===== config.mk =====
export PLATFORM = sky130hd
export DESIGN_NAME = lvds_iq_rx
export DESIGN_NICKNAME = d
export VERILOG_FILES = /design/src/rtl/lvds_iq_rx.sv
export SDC_FILE = /design/constraint.sdc
export NUM_CORES = 1
export LEC_CHECK = 0
export ABC_CLOCK_PERIOD_IN_PS = 2080
export CAP_MARGIN = 20
export CELL_PAD_IN_SITES_DETAIL_PLACEMENT = 1
export CELL_PAD_IN_SITES_GLOBAL_PLACEMENT = 1
export CORE_UTILIZATION = 27
export DETAILED_ROUTE_END_ITERATION = 16
export GPL_ROUTABILITY_DRIVEN = 0
export PLACE_DENSITY_LB_ADDON = 0.1
export SYNTH_ARGS = -nofsm -noshare
export SYNTH_HDL_FRONTEND = slang
export SYNTH_SLANG_ARGS = --single-unit

===== constraint.sdc =====
create_clock -name clk -period 2.08 [get_ports clk]
set_input_delay 0.312 -clock clk [delete_from_list [all_inputs] [get_ports clk]]
set_output_delay 0.312 -clock clk [all_outputs]
set_load 0.02 [all_outputs]

===== src/rtl/lvds_iq_rx.sv =====
// lvds_iq_rx: serial I/Q frame receiver with alignment tracking.
// Define LVDS_RX_LOCK_CONFIRM_EN to require a second aligned frame before lock.
module lvds_iq_rx #(
    parameter int MAX_GAP_WORDS = 8,
    parameter int ERR_CNT_W     = 8
) (
    input  logic                 clk,
    input  logic                 reset_n,
    input  logic                 enable,
    input  logic                 rx_data,
    output logic [12:0]          sample_i,
    output logic [12:0]          sample_q,
    output logic                 sample_valid,
    output logic                 msg_end,
    output logic                 locked,
    output logic [ERR_CNT_W-1:0] sync_err_cnt
);
    localparam int GAP_W = $clog2(MAX_GAP_WORDS + 1);
`ifdef LVDS_RX_LOCK_CONFIRM_EN
    typedef enum logic [1:0] {HUNT, CONFIRM, LOCKED} state_t;
`else
    typedef enum logic [1:0] {HUNT, LOCKED} state_t;
`endif
    state_t               state_q, state_d;
    logic [31:0]          sr_q, sr_d;
    logic [4:0]           cnt_q, cnt_d;
    logic [GAP_W-1:0]     gap_q, gap_d, gap_inc;
    logic [ERR_CNT_W-1:0] err_q, err_d;
    logic [12:0]          si_q, si_d, sq_q, sq_d;
    logic                 valid_q, valid_d, end_q, end_d;
    logic                 sync_ok, data_frame, end_frame, zero_word, boundary, emit;
    assign sr_d       = {sr_q[30:0], rx_data};
    assign sync_ok    = sr_q[31:30] == 2'b10 && sr_q[15:14] == 2'b01 && !sr_q[0];
    assign data_frame = sync_ok && sr_q[16];
    assign end_frame  = sync_ok && !sr_q[16] && sr_q[29:17] == 13'd0 && sr_q[13:1] == 13'd0;
    assign zero_word  = sr_q == 32'd0;
    assign boundary   = cnt_q == 5'd31;
    assign gap_inc    = gap_q + GAP_W'(1);
    assign sample_i     = si_q;
    assign sample_q     = sq_q;
    assign sample_valid = valid_q;
    assign msg_end      = end_q;
    assign locked       = state_q == LOCKED;
    assign sync_err_cnt = err_q;
    // Alignment FSM: hunt every cycle, then check only at 32-bit boundaries once aligned
    always_comb begin
        state_d = state_q;
        cnt_d   = cnt_q;
        gap_d   = gap_q;
        err_d   = err_q;
        emit    = 1'b0;
        if (!enable) begin
            state_d = HUNT;
        end else begin
            case (state_q)
                HUNT: begin
                    if (data_frame || end_frame) begin
                        cnt_d = 5'd0;
`ifdef LVDS_RX_LOCK_CONFIRM_EN
                        state_d = CONFIRM;
`else
                        state_d = LOCKED;
                        gap_d   = '0;
                        emit    = 1'b1;
`endif
                    end
                end
`ifdef LVDS_RX_LOCK_CONFIRM_EN
                CONFIRM: begin
                    cnt_d = cnt_q + 5'd1;
                    if (boundary) begin
                        if (data_frame || end_frame) begin
                            state_d = LOCKED;
                            gap_d   = '0;
                            emit    = 1'b1;
                        end else begin
                            state_d = HUNT;
                        end
                    end
                end
`endif
                LOCKED: begin
                    cnt_d = cnt_q + 5'd1;
                    if (boundary) begin
                        if (data_frame || end_frame) begin
                            gap_d = '0;
                            emit  = 1'b1;
                        end else if (zero_word) begin
                            gap_d = gap_inc;
                            if (gap_inc == GAP_W'(MAX_GAP_WORDS))
                                state_d = HUNT;
                        end else begin
                            state_d = HUNT;
                            err_d   = &err_q ? err_q : err_q + ERR_CNT_W'(1);
                        end
                    end
                end
                default: state_d = HUNT;
            endcase
        end
        valid_d = emit && data_frame;
        end_d   = emit && end_frame;
        si_d    = valid_d ? sr_q[29:17] : si_q;
        sq_d    = valid_d ? sr_q[13:1] : sq_q;
    end
    // State, shifter, counters and registered outputs
    always_ff @(posedge clk or negedge reset_n) begin
        if (!reset_n) begin
            state_q <= HUNT;
            sr_q    <= '0;
            cnt_q   <= '0;
            gap_q   <= '0;
            err_q   <= '0;
            si_q    <= '0;
            sq_q    <= '0;
            valid_q <= 1'b0;
            end_q   <= 1'b0;
        end else begin
            state_q <= state_d;
            sr_q    <= sr_d;
            cnt_q   <= cnt_d;
            gap_q   <= gap_d;
            err_q   <= err_d;
            si_q    <= si_d;
            sq_q    <= sq_d;
            valid_q <= valid_d;
            end_q   <= end_d;
        end
    end
endmodule


# Yosys cells after proc, flatten, opt, wreduce, memory -nomap -nowiden
# Index checks and enable logic that the tools add are counted.
[totals] regBits=79 output_inout_bits=37 wordCells=66
[op_classes] n_addsub=3 eq_ne=12 reduce_logical=21 muxes=18 bitwise_logic=3
[op_table] operator="32-bit zero test" n=1
[op_table] operator="13-bit zero test" n=2
[op_table] operator="4-bit 2-to-1 mux" n=4
[op_table] operator="2-bit 2-to-1 mux" n=6
[op_table] operator="5-bit one-hot mux with 2 select lines" n=1
[op_table] operator="8-bit by 1-bit adder with 8-bit output (second input constant)" n=1
[op_table] operator="1-bit logical AND" n=8
[op_table] operator="4-bit one-hot mux with 2 select lines" n=1
[op_table] operator="8-bit AND reduction" n=1
[op_table] operator="3-bit != test (second input constant)" n=2
[op_table] operator="6-bit AND reduction" n=1
[op_table] operator="5-bit by 1-bit adder with 5-bit output (second input constant)" n=1
[op_table] operator="5-bit equality test (second input constant)" n=1
[op_table] operator="5-bit 2-to-1 mux" n=1
[op_table] operator="5-bit AND reduction" n=1
[op_table] operator="4-bit by 1-bit adder with 4-bit output (second input constant)" n=1
[op_table] operator="2-bit by 1-bit equality test with 1-bit output (second input constant)" n=2
[op_table] operator="4-bit equality test (second input constant)" n=1
[op_table] operator="4-bit by 3-bit != test with 1-bit output (second input constant)" n=1
[op_table] operator="2-bit one-hot mux with 2 select lines" n=1
[op_table] operator="4-bit AND reduction" n=1
[op_table] operator="1-bit 2-to-1 mux" n=3
[op_table] operator="3-bit by 1-bit != test with 1-bit output (second input constant)" n=1
[op_table] operator="3-bit by 2-bit != test with 1-bit output (second input constant)" n=1
[op_table] operator="other kinds (10)" n=13

# Depth between registers and ports, before layout
# Gate-level depths: netlist of run 1.
[logic_depth] depth_word=12 depth_mapped=10

# Worst setup path before layout of run 1
# OpenSTA, ideal clock, no wires.
[synth_timing] path_kind="reg-to-reg" from="register cnt_q[0]" to="register gap_q[3]" slack_ns=-0.016 required_time_ns=1.956 synth_period_minus_slack_ns=2.096 setup_time_ns=0.124 stages_incl_launch_ff=11 arrival_time_ns=1.971 path_cell_list="dfrtp_1 -> ha_1 -> and3_1 -> ha_1 -> nand2b_1 -> nand4_4 -> inv_2 -> buf_4 -> a41oi_1 -> mux2i_1 -> o21ai_1"
[synth_via] elab_chain_cells=3
[synth_rtl] element="start, declared" line="26" rtl="logic [4:0] cnt_q, cnt_d;"
[synth_rtl] element="start signal, assigned" line="121" rtl="cnt_q <= cnt_d;"
[synth_rtl] element="5-bit equality test" line="37" rtl="assign boundary = cnt_q == 5'd31;"
[synth_rtl] element="2-bit by 1-bit != test with 1-bit output (no line)"
[synth_rtl] element="5-bit AND reduction (no line)"
[synth_rtl] element="end signal, assigned" line="122" rtl="gap_q <= gap_d;"
[synth_rtl] element="end, declared" line="27" rtl="logic [GAP_W-1:0] gap_q, gap_d, gap_inc;"
# No other way between the ends.
# A chain may end at the register's enable or synchronous reset.

# Final worst setup path of run 1
[layout_timing] from="register cnt_q[0]" to="register gap_q[1]"
# Same word-level chain as after synthesis.

==> results of run 1 <==
layer usage:
metal,vias up,routed length [um]
li1,954,-
met1,1006,3279
met2,28,2851
met3,7,172
met4,0,104
met5,-,0
cell type report:
cell class                 count  area, um^2  area share
multi-input combinational    163        1013      0.2611
clock inverter                 5       83.83     0.02160
sequential                    78        1952      0.5029
timing repair buffer          53       523.0      0.1348
clock buffer                  11       131.4     0.03385
inverter                       2       7.507    0.001934
tap                          136       170.2     0.04384
sequential cells by signal, indices dropped and copies added, names as in the netlist:
name,flops
sample_i,13
msg_end,1
sr_q,32
state_q,1
cnt_q,5
gap_q,4
sample_q,13
sample_valid,1
sync_err_cnt,8
repair_timing:
item | 4_1_cts | 5_1_grt
hold buffers | 1 | 0
hold endpoints to repair | 12 | 0
setup endpoints to repair | 0 | 6
resized for setup | 0 | 4
power by group:
part | switching, mW | internal, mW
registers | 0.0564 | 1.58
logic | 0.113 | 0.0924
clock network | 0.558 | 0.679
Yosys cell counts, types with 3 or more instances:
cell and count:
nor4_2 3, and3_1 3, dfrtp_1 78, buf_2 3
nand3_1 11, ha_1 4, xnor2_1 7, a22o_1 4
nand2b_1 3, nor3_1 3, nand4_1 4, o21ai_1 4
nand2_1 86
worst paths after layout:
check	start	endpoint	slack [ns]	cells after the start
max in group asynchronous	reset_n	cnt_q[4]	1.13	3
min	reset_n	sync_err_cnt[4]	0.35	2
min in group clk	sr_q[9]	sr_q[10]	0.40	0
max	cnt_q[0]	gap_q[1]	0.13	9
max reg2reg	cnt_q[0]	gap_q[1]	0.13	9
min reg2reg	sr_q[9]	sr_q[10]	0.40	0
cell families after synthesis:
kind of cell    Yosys count
simple gates            129
flops                    78
compound gates           19
buf+inv                   9
xor+xnor                  8
fa+ha+maj                 4
mux                       3
==> reports/metrics.cfg, run 1 <==
[layout]
layout-drive-gt1-share = 0.1571
final_core_util = 0.3693
final_cell_count_no_fill = 448
final_nets = 315
areaGrowthSynthToFinish_pct = 30.45
final_cell_area_mm2 = 0.003881
diodes = 0
final_common_cell = nand2_1
final_cell_mix = 86 x nand2_1, 78 x dfrtp_1, 39 x clkdlybuf4s50_1, 11 x nand3_1, 11 x buf_4
fillers = 1156

[die]
ioPinCount = 41
rows = 37
dieHeight_um = 107.0
coreArea_mm2 = 0.01051
dieArea_mm2 = 0.01144
die_w_um = 107.0
initial_core_util = 0.2831

[global_routing]
grt_overflow_total = 0
grtUsageMet1 = 0.1810
antenna_found_initial = 0
top_usage_layer = met2
grt_max_degree = 40
grt_util_met3 = 0.03040
grt_pass1_vias = 2135
grt_pass1_wl_um = 11210
grt_usage = 0.1288
gr-usage-met2 = 0.1871

[logic_synthesis]
avgSynthCellArea_um2 = 11.90
ys.warnings.count = 0
synth_top_area_share = 0.6560
synth_top_family_by_area = simple AND/OR/NAND/NOR gates
yosysSeqAreaShare = 0.6560
async_flop_share = 1.000
synth-adder-area-share = 0.01682
synthTopCellsByArea = dfrtp_1 66%, nand2_1 11%, xnor2_1 2.1%
ys_ff_latch = 78
synth_xor_area_frac = 0.02355
yosysTopAreaCell = dfrtp_1
synth_area_mm2 = 0.002975
synthSimpleGateAreaFrac = 0.2233
syn-num-nets = 258
muxShareOfSynthArea = 0.01220
synth_edf_count = 0
synthDistinctLibCells = 42
synth_top_flop_cell = dfrtp_1
syn_inst = 250
synth-compound-area-share = 0.05299

[cts]
cts_root_buffer = clkbuf_8
post_cts_buffers = 0
cts_buffers = 9
htree_levels = 3
cts.sink_count = 78
worstSkewPairLatency_ns = 0.35
clk_pin_slew_worst_paths_ns = 0.08
tritoncts = built
cts.path.max_buffers = 2

[power]
finalPower_mw = 3.082
peakVddDrop_mv = 0.3146
power_density_mw_per_mm2 = 794.2
leakage_nw = 1.786

[setup_path]
crit_buf_inv = 0
cp_max_fo = 4
crit_path_start_kind = register
cp.arrival_ns = 2.19
endpoint_kind = register
critPathRequiredTime_ns = 2.32
path_class = reg2reg
slowest_delay_ns = 0.40
critical-path-slowest-cell = dfrtp_1
path_cells = ha_1 -> and3_1 -> ha_2 -> nand2b_4 -> nand3_1 -> nand2_1 -> a41oi_2 -> nor3_1 -> a21o_1
critPathTopFamily = simple AND/OR/NAND/NOR gates

[detailed_routing]
drt-total-wl_um = 6407
vias_per_cell = 4.453
drtPass1Iterations = 3
final_antenna_net_count = 0
drc = 0
drt_iter0_markers = 45
routed-via-count = 1995
wl_per_cell_um = 14.30

[worst_hold_path]
hp-class = in2async

[timing]
fmax_mhz = 512.9
setup_ws_ns = 0.1301
slew_headroom = 0.7691
skew_ns = 0.01196
rsz0062_at_grt = no
setup_viol = 0
hold_viol = 0
fin_hold_ws_ns = 0.3506
slew_violations = 0
period_minus_slack_ns = 1.950
timing.final.crit_share = 0.9374
tightest_slew_ns = 0.3464
finalSetupTns_ns = 0

[placed_design]
port_buffers = 40
dp_cells = 431
post-place-ws_ns = 0.04454
placed_cell_area_mm2 = 0.003628
post-dp-hpwl_um = 4480

[job]
drv_cap = 0

[status]
status = finished, final reports clean

(Power assumes the default switching activity.)
==> inputs of run 2 (changes only) <==
--- a/config.mk
+++ b/config.mk
@@ -13,6 +13,7 @@
 export DETAILED_ROUTE_END_ITERATION = 16
 export GPL_ROUTABILITY_DRIVEN = 0
 export PLACE_DENSITY_LB_ADDON = 0.1
+export REMOVE_ABC_BUFFERS = 1
 export SYNTH_ARGS = -nofsm -noshare
 export SYNTH_HDL_FRONTEND = slang
 export SYNTH_SLANG_ARGS = --single-unit
==> run 2 against run 1 <==
  * Maximum frequency fell by 0.93%
  * Register-to-register slack worse by 0.02 ns
  * Wire length grew 1.5%
  * Sequential power hardly changed
  * Combinational power grew 5%
  * Sequential share of layout area down 0.66 points
==> reports/metrics.cfg, run 2 (synthesized netlist as in run 1, its figures left out) <==
[detailed_routing]
drt-total-wl_um = 6505
final_antenna_net_count = 0
drc = 0
drtPass1Iterations = 4
wl_per_cell_um = 14.46
drt_iter0_markers = 82
routed-via-count = 2002
vias_per_cell = 4.449

[setup_path]
worst-r2r-cell-count = 6
regToRegStartpoint = sr_q[27]
path_cells = nor4_4 -> nand4_4 -> nor3_4 -> a211oi_4 -> buf_12 -> mux2_4
endpoint_kind = register
r2r-end = sync_err_cnt[1]
cp_max_fo = 8
regToRegSetupSlack_ns = 0.11
crit_path_start_kind = register
critPathRequiredTime_ns = 2.31
cp.arrival_ns = 2.20
crit_buf_inv = 1
path_class = reg2reg
critical-path-slowest-cell = dfrtp_1
critPathTopFamily = simple AND/OR/NAND/NOR gates
slowest_delay_ns = 0.43

[layout]
final_core_util = 0.3742
final_common_cell = nand2_1
diodes = 0
final_cell_mix = 86 x nand2_1, 78 x dfrtp_1, 39 x clkdlybuf4s50_1, 13 x buf_4, 11 x nand3_1
final_nets = 317
areaGrowthSynthToFinish_pct = 32.17
regMostFlops = sr_q
largest_register_ffs = 32
layout-drive-gt1-share = 0.1656

[cts]
worstSkewPairLatency_ns = 0.35
cts.path.max_buffers = 2
tritoncts = built
clk_pin_slew_worst_paths_ns = 0.09
htree_levels = 3
cts_buffers = 9
cts.sink_count = 78
cts_root_buffer = clkbuf_8

[die]
dieHeight_um = 107.0
coreArea_mm2 = 0.01051
initial_core_util = 0.2831
ioPinCount = 41
rows = 37
dieArea_mm2 = 0.01144
die_w_um = 107.0

[timing]
slew_violations = 0
hold_viol = 0
slew_headroom = 0.7310
setup_ws_ns = 0.1118
fmax_mhz = 508.1
skew_ns = 0.01434
setup_viol = 0
period_minus_slack_ns = 1.968
tightest_slew_ns = 0.4035
timing.final.crit_share = 0.9463

[power]
finalPower_mw = 3.274
power_density_mw_per_mm2 = 832.5
leakage_nw = 1.828
peakVddDrop_mv = 0.3887

[status]
status = finished, final reports clean

[placed_design]
port_buffers = 40
post-place-ws_ns = 0.01172
post-dp-hpwl_um = 4403

[global_routing]
antenna_found_initial = 0
grt_usage = 0.1271
grt_overflow_total = 0
grt_pass1_wl_um = 11090
grt_max_degree = 58
grt_pass1_vias = 2126

[job]
drv_cap = 0

[worst_hold_path]
hp-class = in2async

-- run 2: changes by cell type in the layout (fill, tap and decap cells not counted), sizes merged --
cell / change
bufinv: +1
inv: +2
clkbuf: -1
clkinvlp: -2
buf: +2
-- run 2: worst reg2reg max path: stages, from the launching register on --
cell and delay, ns:
dfrtp_1 0.43, nor4_4 0.40, nand4_4 0.20, nor3_4 0.31, a211oi_4 0.08, buf_12 0.14
mux2_4 0.29
-- run 2: report_power, final --
part | internal (mW) | switching, mW | leakage [nW]
combinational | 0.0986 | 0.116 | 0.698
sequential | 1.58 | 0.0567 | 1.00
clock | 0.841 | 0.578 | 0.127
-- run 2: cell type report --
| cell class | count | area [um^2] |
|---|---|---|
| multi-input combinational | 163 | 1011 |
| inverter | 2 | 7.507 |
| fill | 1165 | 6576 |
| clock inverter | 6 | 116.4 |
| tap | 136 | 170.2 |
| timing repair buffer | 55 | 538.0 |
| sequential | 78 | 1952 |
| clock buffer | 10 | 137.6 |
-- run 2: through the flow --
| step | hold slack, ns | cell area (um^2) | std cells | TNS, ns |
|---|---|---|---|---|
| 4_1_cts | 0.3701 | 3867 | 447 | 0 |
| 3_5_place_dp | 0.2313 | 3601 | 430 | 0 |
| 2_1_floorplan | 0.01641 | 2938 | 243 | -0.3789 |
| 6_report | 0.3887 | 3933 | 450 | 0 |
| 5_1_grt | 0.3765 | 3933 | 450 | -0.005034 |
| 3_3_place_gp | 0.2319 | 3601 | 430 | 0 |
-- run 2: worst max-delay path by stage --
stage | from | to | depth (start not counted)
final | sr_q[27] | sync_err_cnt[1] | 6
after global routing | sr_q[3] | sync_err_cnt[1] | 6
after CTS | cnt_q[1] | gap_q[3] | 9
after detailed placement | cnt_q[1] | gap_q[3] | 9
after global placement | cnt_q[0] | gap_q[3] | 9
after floorplan | cnt_q[0] | gap_q[3] | 9
-- run 2: timing repair --
item / CTS / global route
cloned: 0 / 0
gates resized for setup: 1 / 4
endpoints found under the hold margin: 21 / 0
hold buffers: 1 / 0
buffers inserted: 0 / 3
pin swaps: 0 / 3
setup endpoints to repair: 1 / 11
-- run 2: routing by layer --
layer	up-vias	routed length, um	GRT usage
met5	-	0	0
met3	7	154	0.02553
li1	961	-	-
met4	0	86	0.06164
met2	27	2812	0.1788
met1	1007	3453	0.1852
